File: src/rtl/ffn_token_sequencer.sv
// FFN token sequencer: queues tokens, issues them one at a time to an FFN,
// captures the result or a timeout and holds it for the downstream consumer.
module ffn_token_sequencer #(
  parameter int EMBED_DIM   = 4,
  parameter int DATA_WIDTH  = 16,
  parameter int QUEUE_DEPTH = 4,
  parameter int TIMEOUT     = 50
) (
  input  logic                            clk,
  input  logic                            rst_n,
  input  logic                            in_valid,
  output logic                            in_ready,
  input  logic [EMBED_DIM*DATA_WIDTH-1:0] in_data,
  output logic                            ffn_valid_in,
  output logic [EMBED_DIM*DATA_WIDTH-1:0] ffn_x,
  input  logic                            ffn_valid_out,
  input  logic [EMBED_DIM*DATA_WIDTH-1:0] ffn_y,
  output logic                            out_valid,
  input  logic                            out_ready,
  output logic [EMBED_DIM*DATA_WIDTH-1:0] out_data,
  output logic                            out_timeout,
  output logic                            busy,
  output logic [15:0]                     done_count,
  output logic [15:0]                     timeout_count
);

  localparam int W  = EMBED_DIM * DATA_WIDTH;
  localparam int PW = $clog2(QUEUE_DEPTH);
  localparam int CW = $clog2(QUEUE_DEPTH + 1);
  localparam int TW = $clog2(TIMEOUT);

  localparam logic [CW-1:0] FULL = CW'(QUEUE_DEPTH);
  localparam logic [TW-1:0] LAST = TW'(TIMEOUT - 1);

  typedef enum logic [1:0] {
    IDLE,
    ISSUE,
    WAIT,
    HOLD
  } state_t;

  logic [W-1:0]  mem [QUEUE_DEPTH];
  logic [PW-1:0] wr_ptr;
  logic [PW-1:0] rd_ptr;
  logic [CW-1:0] count;
  logic [TW-1:0] wcnt;
  state_t        state;
  logic          push;
  logic          pop;

  // The head leaves only on the downstream handshake, so a full queue
  // can still take a token in the same cycle it releases one.
  assign pop      = (state == HOLD) && out_ready;
  assign in_ready = (count != FULL);
  assign push     = in_valid && (in_ready || pop);
  assign busy     = (state != IDLE) || (count != '0);

  always_ff @(posedge clk) begin
    if (push) mem[wr_ptr] <= in_data;
  end

  always_ff @(posedge clk or negedge rst_n) begin
    if (!rst_n) begin
      wr_ptr <= '0;
      rd_ptr <= '0;
      count  <= '0;
    end else begin
      if (push) wr_ptr <= wr_ptr + 1'b1;
      if (pop)  rd_ptr <= rd_ptr + 1'b1;
      case ({push, pop})
        2'b10:   count <= count + 1'b1;
        2'b01:   count <= count - 1'b1;
        default: count <= count;
      endcase
    end
  end

  always_ff @(posedge clk or negedge rst_n) begin
    if (!rst_n) begin
      state         <= IDLE;
      wcnt          <= '0;
      ffn_valid_in  <= 1'b0;
      ffn_x         <= '0;
      out_valid     <= 1'b0;
      out_data      <= '0;
      out_timeout   <= 1'b0;
      done_count    <= '0;
      timeout_count <= '0;
    end else begin
      ffn_valid_in <= 1'b0;
      unique case (state)
        IDLE: begin
          if (count != '0) begin
            state        <= ISSUE;
            ffn_valid_in <= 1'b1;
            ffn_x        <= mem[rd_ptr];
            wcnt         <= '0;
          end
        end
        ISSUE: begin
          state <= WAIT;
          wcnt  <= '0;
        end
        WAIT: begin
          // A result on the last permitted cycle beats the timeout.
          if (ffn_valid_out) begin
            state       <= HOLD;
            out_valid   <= 1'b1;
            out_data    <= ffn_y;
            out_timeout <= 1'b0;
          end else if (wcnt == LAST) begin
            state       <= HOLD;
            out_valid   <= 1'b1;
            out_data    <= '0;
            out_timeout <= 1'b1;
          end else begin
            wcnt <= wcnt + 1'b1;
          end
        end
        HOLD: begin
          if (out_ready) begin
            state      <= IDLE;
            out_valid  <= 1'b0;
            done_count <= done_count + 16'd1;
            if (out_timeout)
              timeout_count <= timeout_count + 16'd1;
          end
        end
        default: state <= IDLE;
      endcase
    end
  end

endmodule

File: config.mk
export PLATFORM = sky130hd
export DESIGN_NAME = ffn_token_sequencer
export DESIGN_NICKNAME = d
export VERILOG_FILES = /design/src/rtl/ffn_token_sequencer.sv
export SDC_FILE = /design/constraint.sdc
export NUM_CORES = 1
export LEC_CHECK = 0
export ABC_AREA = 1
export BUFFER_PORTS_ARGS = -buffer_cell sky130_fd_sc_hd__buf_2
export CELL_PAD_IN_SITES_DETAIL_PLACEMENT = 1
export CELL_PAD_IN_SITES_GLOBAL_PLACEMENT = 1
export CORE_MARGIN = 2
export CORE_UTILIZATION = 47
export CTS_CLUSTER_SIZE = 12
export DETAILED_ROUTE_END_ITERATION = 8
export PLACE_DENSITY_LB_ADDON = 0.1
export SYNTH_ARGS = -nofsm -noshare
export SYNTH_HDL_FRONTEND = slang
export SYNTH_SLANG_ARGS = --single-unit
File: constraint.sdc
create_clock -name clk -period 10.9 [get_ports clk]
set_clock_uncertainty 0.2 [all_clocks]
set_input_delay 1.09 -clock clk [delete_from_list [all_inputs] [get_ports clk]]
set_output_delay 1.09 -clock clk [all_outputs]
set_load 0.1 [all_outputs]
==> parameters.txt, run 1 <==
Parameter                              Value

Critical path
  Setup crit end    busy
  Type of element launching the critical path    flop
  Critical-path top delay cell    buf_2
  CP arrival    1970 ps
  CP peak stage delay    around 490 ps
  R2r endpoint    mem[3][54]$_DFFE_PP_
  Critical path origin    state[0]$_DFFE_PN0P_
  Cell-by-cell trace of the critical path    inv_1 > ha_1 > nand4_1 > buf_2
  Flop2flop setup slack    7730 ps
  Source of the worst register-to-register timing path    state[1]$_DFFE_PN0P_
  Critical Path End Type    output port
  Type of the setup path with the least slack    reg2out
  Length in cells of the worst reg-to-reg path    6
  Critical-path maximum fanout    4
  Worst path required time    9610 ps

Floorplanning
  Placement row count    70
  Starting density of the core    47.5%
  Vertical extent of the die    slightly below 200 um
  Area enclosed by the die boundary    38400 um^2
  Core region area    36400 um^2
  Number of top-level pins    298
  Die W    between 150 and 200 um

Synth
  Number of library cell types mapped by synthesis    36
  Total standard cell area after synthesis    17300 um^2
  Synth top cells by count    nand2_1 (273), edfxtp_1 (256), o21ai_0 (233), nor2_1 (230), dfrtp_1 (178)
  Most used flip-flop cell after synthesis    edfxtp_1
  Area share of the largest cell type after synthesis    between 40% and 50%
  Net count after synthesis    1694
  Most common cell in the netlist    nand2_1
  Avg Inst Size Synth    11.2 um^2
  Top area cells in the synthesized netlist    edfxtp_1 (44%), dfrtp_1 (26%), o21ai_0 (6.7%), nand2_1 (5.9%), nor2_1 (5.0%)
  Cell type with the largest total area after synthesis    edfxtp_1
  Ys Warns    0
  Synth Instances    1548
  Count of state elements after synthesis    434
  EDFF count, synth    256
  Fraction of registers with async set or reset after synthesis    about two fifths
  Share of the yosys chip area belonging to registers    a little over two thirds

Routing
  Number of design-rule violations left by the first detailed-router iteration    approximately 620
  Post-route antenna net violation count    0
  Number of design rule violations left after detail routing    0
  Routed vias    12100
  Avg WL per Cell    between 15 and 20 um
  Initial DRT Pass Iterations    4
  Routed Wire Length    approximately 44 mm
  Vias/cell    approximately 5.2

Clocking
  Clock tree from TritonCTS    yes
  Clock slew at the register clock pins of the worst setup and hold paths    ~60 ps
  Post-cts hold buffer count    0
  Root Buffer Master    clkbuf_16
  Number of clock sinks seen by CTS    around 430
  Number of buffers added by the clock tree synthesis step    47
  Max clock buf depth    3
  # resized after CTS    0
  Number of buffers added for setup after CTS    0
  Skew-Pair Late Insertion Delay    570 ps
  H-Tree Depth    2

Worst hold path
  Tightest Hold Check Type    reg2reg

Timing
  Remaining max-slew budget at the tightest pin    30.7%
  Achievable Freq    approximately 310 MHz
  RSZ-0062 raised after global routing    false
  Final count of negative-setup-slack endpoints    0
  Final period util    29.9%
  Worst-Margin Slew    1040 ps
  Final hold viol count    0
  Final Critical Period    3260 ps
  Total negative slack    0 ps
  Slew Limit Fails    0

GRT
  First-pass GRT wire length    about 70 mm
  All-layer global routing usage    23.3%
  Maximum number of pins on one net before global-route repair    116
  Vias in the first global route    13000
  Initial antenna violation count    6
  GRT overflow    0

Layout
  Ratio of cells with drive above 1 in the final layout    around 21%
  Fill cell total of the finished layout    3966
  Area grow syn2layout    19.0%
  Utilization after layout    56.5%
  Area of all placed cells without fillers    ~20000 um^2
  Final-stage net count    1974

Job
  Maxcap violations    0

Placed design
  HPWL Detailed    27.7 mm
  I/O Buffers    between 200 and 300
  Post-placement cell area    19100 um^2
  Weighted congestion reported at the end of routability-driven placement    0.768

Status
  Status    finished, final reports clean
==> cell families after synthesis <==
kind of cell | share of synthesized area, %
fa+ha+maj | 0.984
xor+xnor | 1.37
flops | 70.2
simple gates | 14.7
compound gates | 7.95
buf+inv | 4.84
==> flip-flops by register name (all words and copies together) (netlist names), 3 cells and up <==
name	flops
mem	256
ffn_x	64
out_data	64
done_count	16
timeout_count	16
wcnt	6
count	3
==> routing by layer <==
metal	GRT usage, %	share of wire, %
met5	0	0.084
met4	8.11	2.6
met3	5.11	5.7
met2	39.4	49
met1	29.8	43
==> through the flow <==
stage	worst slack (ps)	instances	hold WS (ps)
2_1_floorplan	6010	1548	242
5_1_grt	7540	2335	304
6_report	7640	2337	279
3_3_place_gp	7260	2247	256
4_1_cts	7610	2334	284
3_5_place_dp	7200	2247	273
==> final cells by class <==
class	instances	area (um^2)	share of cell area, %
Antenna cell	3	7.51	0.0365
Clock buffer	72	1380	6.72
Clock inverter	15	100	0.486
Inverter	110	415	2.02
Multi-Input combinational cell	926	4360	21.2
Sequential cell	434	12100	59.0
Tap cell	468	586	2.84
Timing Repair Buffer	309	1590	7.70
==> how the worst min path moves through the flow <==
stage / slack [ps] / cells after the start / from / end
final: 280 / 1 / count[0]$_DFFE_PN0P_ / count[0]$_DFFE_PN0P_
after global routing: 300 / 1 / count[0]$_DFFE_PN0P_ / count[0]$_DFFE_PN0P_
after CTS: 280 / 1 / count[0]$_DFFE_PN0P_ / count[0]$_DFFE_PN0P_
after detailed placement: 270 / 1 / count[0]$_DFFE_PN0P_ / count[0]$_DFFE_PN0P_
after global placement: 260 / 1 / count[0]$_DFFE_PN0P_ / count[0]$_DFFE_PN0P_
after floorplan: 240 / 1 / count[0]$_DFFE_PN0P_ / count[0]$_DFFE_PN0P_
==> worst max-delay path, delay by kind of cell (launching register included) <==
family | cells | cell delay [ps]
flip-flops | 1 | 400
buffers and inverters | 2 | 570
AND/OR/NAND/NOR | 1 | 190
adder cells (fa/ha/maj) | 1 | 230
==> layout by cell type (no fill, tap or decap), types with 3 or more instances in the layout <==
master,synthesis,final
xnor2_1,12,12
o21ai_1,30,30
nand3_1,82,82
inv_1,108,107
clkinv_1,0,5
nand4_1,13,13
clkinv_2,0,8
edfxtp_1,256,256
clkbuf_1,15,16
clkbuf_8,0,8
buf_4,11,12
o21ai_0,233,233
nand2_1,273,272
ha_1,12,12
buf_2,39,296
clkbuf_16,0,49
dfrtp_1,178,176
xor2_1,15,15
or2_2,3,3
diode_2,0,3
a21oi_1,3,3
nor2_4,4,8
nor2_1,230,226
Power of run 1 is not shown: default switching activity piles up to over one toggle a cycle in this logic, so the estimate is an artifact.
==> run 2: changes to the inputs <==
--- a/config.mk
+++ b/config.mk
@@ -10,7 +10,7 @@
 export CELL_PAD_IN_SITES_DETAIL_PLACEMENT = 1
 export CELL_PAD_IN_SITES_GLOBAL_PLACEMENT = 1
 export CORE_MARGIN = 2
-export CORE_UTILIZATION = 47
+export CORE_UTILIZATION = 40
 export CTS_CLUSTER_SIZE = 12
 export DETAILED_ROUTE_END_ITERATION = 8
 export PLACE_DENSITY_LB_ADDON = 0.1
==> constraint.sdc (replaced) <==
create_clock -name clk -period 2.7 [get_ports clk]
set_clock_uncertainty 0.2 [all_clocks]
set_input_delay 0.27 -clock clk [delete_from_list [all_inputs] [get_ports clk]]
set_output_delay 0.27 -clock clk [all_outputs]
set_load 0.1 [all_outputs]
==> run 2 against run 1 <==
Net effect: sequential share of layout area is 4.7 points lower; die area is 17% higher; register-to-register slack worse by 7400 ps; clock-buffer cell count is 1 higher; non-clock buffer count is 148 higher; final cell count is 11% higher.
==> parameters.txt, run 2 (synthesis gave the netlist of run 1 again) <==
Parameter                              Value

Status
  Status    finished, final reports clean

Floorplanning
  Core region area    42900 um^2 (+18%)
  Die W    212 um (+8.2%)
  Number of top-level pins    298 (unchanged)
  Vertical extent of the die    212 um (+8.2%)
  Placement row count    76 (+8.6%)
  Area enclosed by the die boundary    44900 um^2 (+17%)
  Starting density of the core    40.3% (-7.1 points)

Critical path
  Type of the setup path with the least slack    reg2reg
  Critical-path maximum fanout    44 (+40)
  CP arrival    2480 ps (+510 ps)
  Worst path required time    2800 ps (-6810 ps)
  Type of element launching the critical path    flop
  Critical Path End Type    flop

Clocking
  Number of buffers added by the clock tree synthesis step    47 (unchanged)
  Clock slew at the register clock pins of the worst setup and hold paths    60 ps (about the same)
  Number of buffers added for setup after CTS    0 (unchanged)
  Clock tree from TritonCTS    yes
  H-Tree Depth    2 (unchanged)
  Number of clock sinks seen by CTS    434 (unchanged)
  Skew-Pair Late Insertion Delay    570 ps (about the same)
  Max clock buf depth    3 (unchanged)
  Root Buffer Master    clkbuf_16

Timing
  Remaining max-slew budget at the tightest pin    52.3% (+22 points)
  Post-route worst hold slack    53.2 ps (-226 ps)
  Final Critical Period    roughly 2400 ps
  Worst-Margin Slew    715 ps (-325 ps)
  Final Worst Setup Slack    316 ps (-7320 ps)
  RSZ-0062 raised after global routing    false
  Achievable Freq    419 MHz
  Final period util    88.3%
  Slew Limit Fails    0 (unchanged)
  Total negative slack    0 ps (unchanged)
  Final hold viol count    0 (unchanged)
  Final count of negative-setup-slack endpoints    0 (unchanged)

GRT
  Vias in the first global route    13300 (+2.3%)
  GRT overflow    0 (unchanged)
  First-pass GRT wire length    71.9 mm (+2.5%)
  Initial antenna violation count    7 (+1)
  Maximum number of pins on one net before global-route repair    130 (+12%)
  All-layer global routing usage    20.5% (-2.8 points)

Routing
  Routed Wire Length    46.2 mm (+4.5%)
  Number of design rule violations left after detail routing    0 (unchanged)
  Avg WL per Cell    17.7 um (-6.2%)
  Vias/cell    4.86 (-6.0%)
  Number of design-rule violations left by the first detailed-router iteration    757 (+22%)
  Post-route antenna net violation count    0 (unchanged)
  Routed vias    12700 (+4.8%)
  Initial DRT Pass Iterations    4 (unchanged)

Layout
  Fill cell total of the finished layout    4636 (+17%)
  Most common library cell in the layout ignoring fill and taps    buf_2
  Biggest registers after layout    mem x256, ffn_x x64, out_data x64
  Final-stage net count    2122 (+7.5%)
  Area grow syn2layout    29.3%
  Most frequent cells in the layout    buf_2 (296), nand2_1 (272), edfxtp_1 (256)
  Register ranked first by flip-flop count    mem
  Max FFs per register    256 (unchanged)
  Ratio of cells with drive above 1 in the final layout    20.6% (-0.88 points)

Job
  Maxcap violations    0 (unchanged)

Placed design
  Pre-CTS WS    273 ps (-6930 ps)
  Weighted congestion reported at the end of routability-driven placement    0.767 (-0.17%)
  HPWL Detailed    28.3 mm (+2.0%)
  I/O Buffers    297 (unchanged)

Worst hold path
  Tightest Hold Check Type    in2async
[run 2: cell count changes in the layout (fill, tap and decap cells not counted), sizes merged]
cell         before  now
clkinvlp          0    1
clkbuf           73   74
buf             308  324
bufinv            1    3
inv             111  112
dlygate4sd3       0  132
clkinv           13    8
diode             3    6
[run 2: final cells by class]
class | count | area [um^2] | area share, %
Inverter | 110 | 415 | 1.86
Clock buffer | 73 | 1320 | 5.92
Sequential cell | 434 | 12100 | 54.3
Antenna cell | 6 | 15.0 | 0.0671
Clock inverter | 14 | 161 | 0.721
Timing Repair Buffer | 457 | 3200 | 14.3
Tap cell | 585 | 732 | 3.27
Multi-Input combinational cell | 926 | 4380 | 19.6
[run 2: metal layers]
metal / part of all wire (%) / global-route usage, % / wire [um]
met1: 43 / 25.9 / 19900
met2: 49 / 35.2 / 22700
met3: 5.2 / 3.87 / 2400
met4: 2.5 / 6.92 / 1160
met5: 0.024 / 0 / 11
[run 2: repair_timing]
| item | 4_1_cts | 5_1_grt |
|---|---|---|
| hold endpoints to repair | 493 | 0 |
| hold buffers | 132 | 0 |
| resized for setup | 0 | 0 |
[run 2: metrics by stage]
stage / util [%] / instance area, um^2 / instances
after detailed placement: 45.6 / 19600 / 2380
after global placement: 45.6 / 19600 / 2380
final: 52.2 / 22400 / 2605
after global routing: 52.2 / 22400 / 2604
after floorplan: - / 17300 / 1548
after CTS: 52.1 / 22400 / 2599
[run 2: path summary, 6_finish.rpt]
check,from,to,slack [ps],cells past startpoint
max reg2reg,state[1]$_DFFE_PN0P_,mem[2][54]$_DFFE_PP_,320,6
min,rst_n,timeout_count[5]$_DFFE_PN0P_,50,2
min in group clk,ffn_y[31],out_data[31]$_DFFE_PN0P_,240,4
max in group asynchronous,rst_n,rd_ptr[1]$_DFFE_PN0N_,1440,3
min reg2reg,count[0]$_DFFE_PN0P_,count[0]$_DFFE_PN0P_,270,1
max,state[1]$_DFFE_PN0P_,mem[2][54]$_DFFE_PP_,320,6
[run 2: critical path, stage by stage, from the launching register on]
cell	delay, ps
dfrtp_1	420
ha_2	240
nand2_4	150
inv_1	80
o21ai_2	550
nor2_4	170
buf_12	260
Power of run 2 is left out for the same reason.
==> run 3: changes to the inputs <==
--- a/config.mk
+++ b/config.mk
@@ -5,15 +5,17 @@
 export SDC_FILE = /design/constraint.sdc
 export NUM_CORES = 1
 export LEC_CHECK = 0
-export ABC_AREA = 1
+export ABC_AREA = 0
 export BUFFER_PORTS_ARGS = -buffer_cell sky130_fd_sc_hd__buf_2
 export CELL_PAD_IN_SITES_DETAIL_PLACEMENT = 1
 export CELL_PAD_IN_SITES_GLOBAL_PLACEMENT = 1
+export CORE_ASPECT_RATIO = 0.9
 export CORE_MARGIN = 2
-export CORE_UTILIZATION = 40
+export CORE_UTILIZATION = 42
 export CTS_CLUSTER_SIZE = 12
 export DETAILED_ROUTE_END_ITERATION = 8
 export PLACE_DENSITY_LB_ADDON = 0.1
+export SKIP_CTS_REPAIR_TIMING = 1
 export SYNTH_ARGS = -nofsm -noshare
 export SYNTH_HDL_FRONTEND = slang
 export SYNTH_SLANG_ARGS = --single-unit
==> run 3 against run 2 <==
Net effect: utilization rose by 4.1 points; critical path depth fell by 2; sequential share of layout area rose by 1.6 points; die area fell by 8.8%; global-route usage fell by 1.4 points; synthesized area fell by 4.4%; worst setup slack got worse by 180 ps; via count fell by 21%; fmax fell by 6.9%; non-clock buffer count fell by 1.
==> parameters.txt, run 3 <==
Parameter                              Value

Status
  Status    finished, final reports clean

Routing
  Post-route antenna net violation count    0 (unchanged)
  Number of design rule violations left after detail routing    0 (unchanged)
  Avg WL per Cell    20.5 um (+16%)
  Number of design-rule violations left by the first detailed-router iteration    652 (-14%)
  Routed vias    9971 (-21%)
  Routed Wire Length    40.9 mm (-11%)
  Vias/cell    5.00 (+2.8%)
  Initial DRT Pass Iterations    4 (unchanged)

Critical path
  CP peak stage delay    520 ps (-30 ps)
  Critical path origin    state[0]$_DFFE_PN0P_
  Path length in cells of the critical path    4 (-2)
  Cell-by-cell trace of the critical path    inv_1 > ha_1 > or4b_4 > buf_4
  Critical-path top delay cell    or4b_4
  Flop2flop setup slack    360 ps (+40 ps)
  Critical Path End Type    output port
  Setup crit end    busy
  Crit path max-delay family    simple AND/OR/NAND/NOR gates
  CP arrival    2090 ps (-390 ps)
  Source of the worst register-to-register timing path    state[1]$_DFFE_PN0P_
  Type of the setup path with the least slack    reg2out
  Critical-path maximum fanout    4 (-91%)
  Worst path required time    2230 ps (-570 ps)
  Count of buffering cells on the critical path with inverters included    2 (unchanged)
  Length in cells of the worst reg-to-reg path    5 (-1)
  R2r endpoint    mem[1][9]$_DFFE_PP_
  Type of element launching the critical path    flop

Synth
  Ys Warns    0 (unchanged)
  EDFF count, synth    256 (unchanged)
  Synth Instances    967 (-38%)
  Net count after synthesis    1113 (-34%)
  Most used flip-flop cell after synthesis    edfxtp_1
  Total standard cell area after synthesis    16500 um^2 (-4.4%)
  Synth top cells by count    edfxtp_1 (256), dfrtp_1 (178), nand2_1 (148), mux2_2 (66), o21ai_0 (66)
  Count of state elements after synthesis    434 (unchanged)
  Share of the yosys chip area belonging to registers    73.4% (+3.2 points)
  Fraction of registers with async set or reset after synthesis    41.0% (unchanged)
  Number of library cell types mapped by synthesis    47 (+31%)
  Top area cells in the synthesized netlist    edfxtp_1 (46%), dfrtp_1 (27%), mux4_2 (8.7%), mux2_2 (4.5%), nand2_1 (3.4%)
  Cell type with the largest total area after synthesis    edfxtp_1
  Avg Inst Size Synth    17.1 um^2 (+53%)
  Most common cell in the netlist    edfxtp_1
  Area share of the largest cell type after synthesis    46.5% (+2.0 points)

Layout
  Biggest registers after layout    mem x256, ffn_x x64, out_data x64
  Final-stage net count    1573 (-26%)
  Most frequent cells in the layout    buf_2 (295), edfxtp_1 (256), dfrtp_1 (176)
  Max FFs per register    256 (unchanged)
  Utilization after layout    56.3% (+4.1 points)
  Register ranked first by flip-flop count    mem
  Most common library cell in the layout ignoring fill and taps    buf_2
  Ratio of cells with drive above 1 in the final layout    36.4% (+16 points)
  Area grow syn2layout    31.5%

Clocking
  Root Buffer Master    clkbuf_16
  Number of clock sinks seen by CTS    434 (unchanged)
  H-Tree Depth    2 (unchanged)
  Number of buffers added by the clock tree synthesis step    46 (-2.1%)
  Clock slew at the register clock pins of the worst setup and hold paths    60 ps (about the same)
  Skew-Pair Late Insertion Delay    560 ps (about the same)
  Max clock buf depth    3 (unchanged)
  Clock tree from TritonCTS    yes

Floorplanning
  Number of top-level pins    298 (unchanged)
  Die W    213 um (+0.57%)
  Core region area    38600 um^2 (-9.9%)
  Starting density of the core    42.8% (+2.5 points)
  Area enclosed by the die boundary    41000 um^2 (-8.8%)
  Placement row count    68 (-11%)
  Vertical extent of the die    192 um (-9.3%)

GRT
  First-pass GRT wire length    59.0 mm (-18%)
  GRT overflow    0 (unchanged)
  Initial antenna violation count    4 (-3)
  Maximum number of pins on one net before global-route repair    66 (-49%)
  All-layer global routing usage    19.1% (-1.4 points)
  Vias in the first global route    9815 (-26%)

Timing
  Slew Limit Fails    0 (unchanged)
  RSZ-0062 raised after global routing    false
  Final count of negative-setup-slack endpoints    0 (unchanged)
  Final period util    94.9% (+6.6 points)
  Final hold viol count    0 (unchanged)
  Final Critical Period    2560 ps (+177 ps)
  Worst-Margin Slew    599 ps (-116 ps)
  Remaining max-slew budget at the tightest pin    60.1% (+7.7 points)
  Achievable Freq    390 MHz (-6.9%)

Job
  Maxcap violations    0 (unchanged)

Placed design
  HPWL Detailed    26.0 mm (-8.1%)
  Weighted congestion reported at the end of routability-driven placement    0.775 (+1.1%)
  I/O Buffers    297 (unchanged)

Worst hold path
  Tightest Hold Check Type    in2async
[run 3: cell count changes after synthesis, moves of 8 or more]
cell     delta
buf_2      -27
nor2_1    -221
nand2_1   -125
nand3_1    -68
buf_4      -11
o21ai_0   -167
mux2_2     +66
inv_1      -96
o21ai_1    -29
mux4_2     +64
and3_1      +8
xnor2_1    +15
[run 3: through the flow]
| step | worst slack [ps] | setup TNS, ps | instances | instance area, um^2 | hold WS (ps) |
|---|---|---|---|---|---|
| final | 139 | 0 | 1994 | 21800 | 71.1 |
| after global routing | 32.7 | 0 | 1994 | 21800 | 87.8 |
| after CTS | 39.0 | 0 | 1858 | 20400 | -499 |
| after detailed placement | 342 | 0 | 1772 | 18900 | 98.7 |
| after global placement | 404 | 0 | 1772 | 18900 | 97.7 |
| after floorplan | -17.6 | -4520 | 967 | 16500 | -226 |
[run 3: logic make-up (layout without fill, tap and decap cells)]
logic type                 count (synthesis)  after routing  share of synthesized area, %
adders and majority gates                 13             13                          1.03
muxes                                    132            132                          13.3
and+or+nand+nor                          215            215                          5.92
xor gates and xnor gates                  35             35                          1.85
AOI/OAI and AO/OA                         82             82                          2.76
DFF                                      434            434                          73.4
buffers and inverters                     56            554                          1.69
other                                      0              4                             0
[run 3: how the worst min path moves through the flow]
stage	start	endpoint	slack, ps	depth (start not counted)
6_report	rst_n	out_data[4]$_DFFE_PN0P_	70	2
5_1_grt	rst_n	out_data[4]$_DFFE_PN0P_	90	2
4_1_cts	rst_n	out_data[63]$_DFFE_PN0P_	-500	1
3_5_place_dp	rst_n	out_data[63]$_DFFE_PN0P_	100	1
3_3_place_gp	rst_n	out_data[63]$_DFFE_PN0P_	100	1
2_1_floorplan	rst_n	count[0]$_DFFE_PN0P_	-230	0
[run 3: cell type report]
cell class,instances,area [um^2]
inverter,12,45.0
fill,3725,16900
clock buffer,71,1330
timing repair buffer,456,3250
clock inverter,15,168
sequential,434,12100
multi-input combinational,477,4150
antenna,4,10.0
tap,525,657
[run 3: per-layer routing]
metal	wire length (um)	part of all wire, %	GRT usage (%)	up-vias
met5	0	0	0	-
met4	737	1.8	4.43	0
met3	2060	5.0	4.35	59
met2	19800	49	30.9	266
met1	18200	45	26.4	5120
li1	-	-	-	4526
[run 3: worst reg2reg max path, stage by stage (launching register included)]
cell and delay, ps:
dfrtp_1 410, ha_1 300, and2_1 200, o21a_1 300, and2_4 390, buf_12 230
Power of run 3 is left out for the same reason.
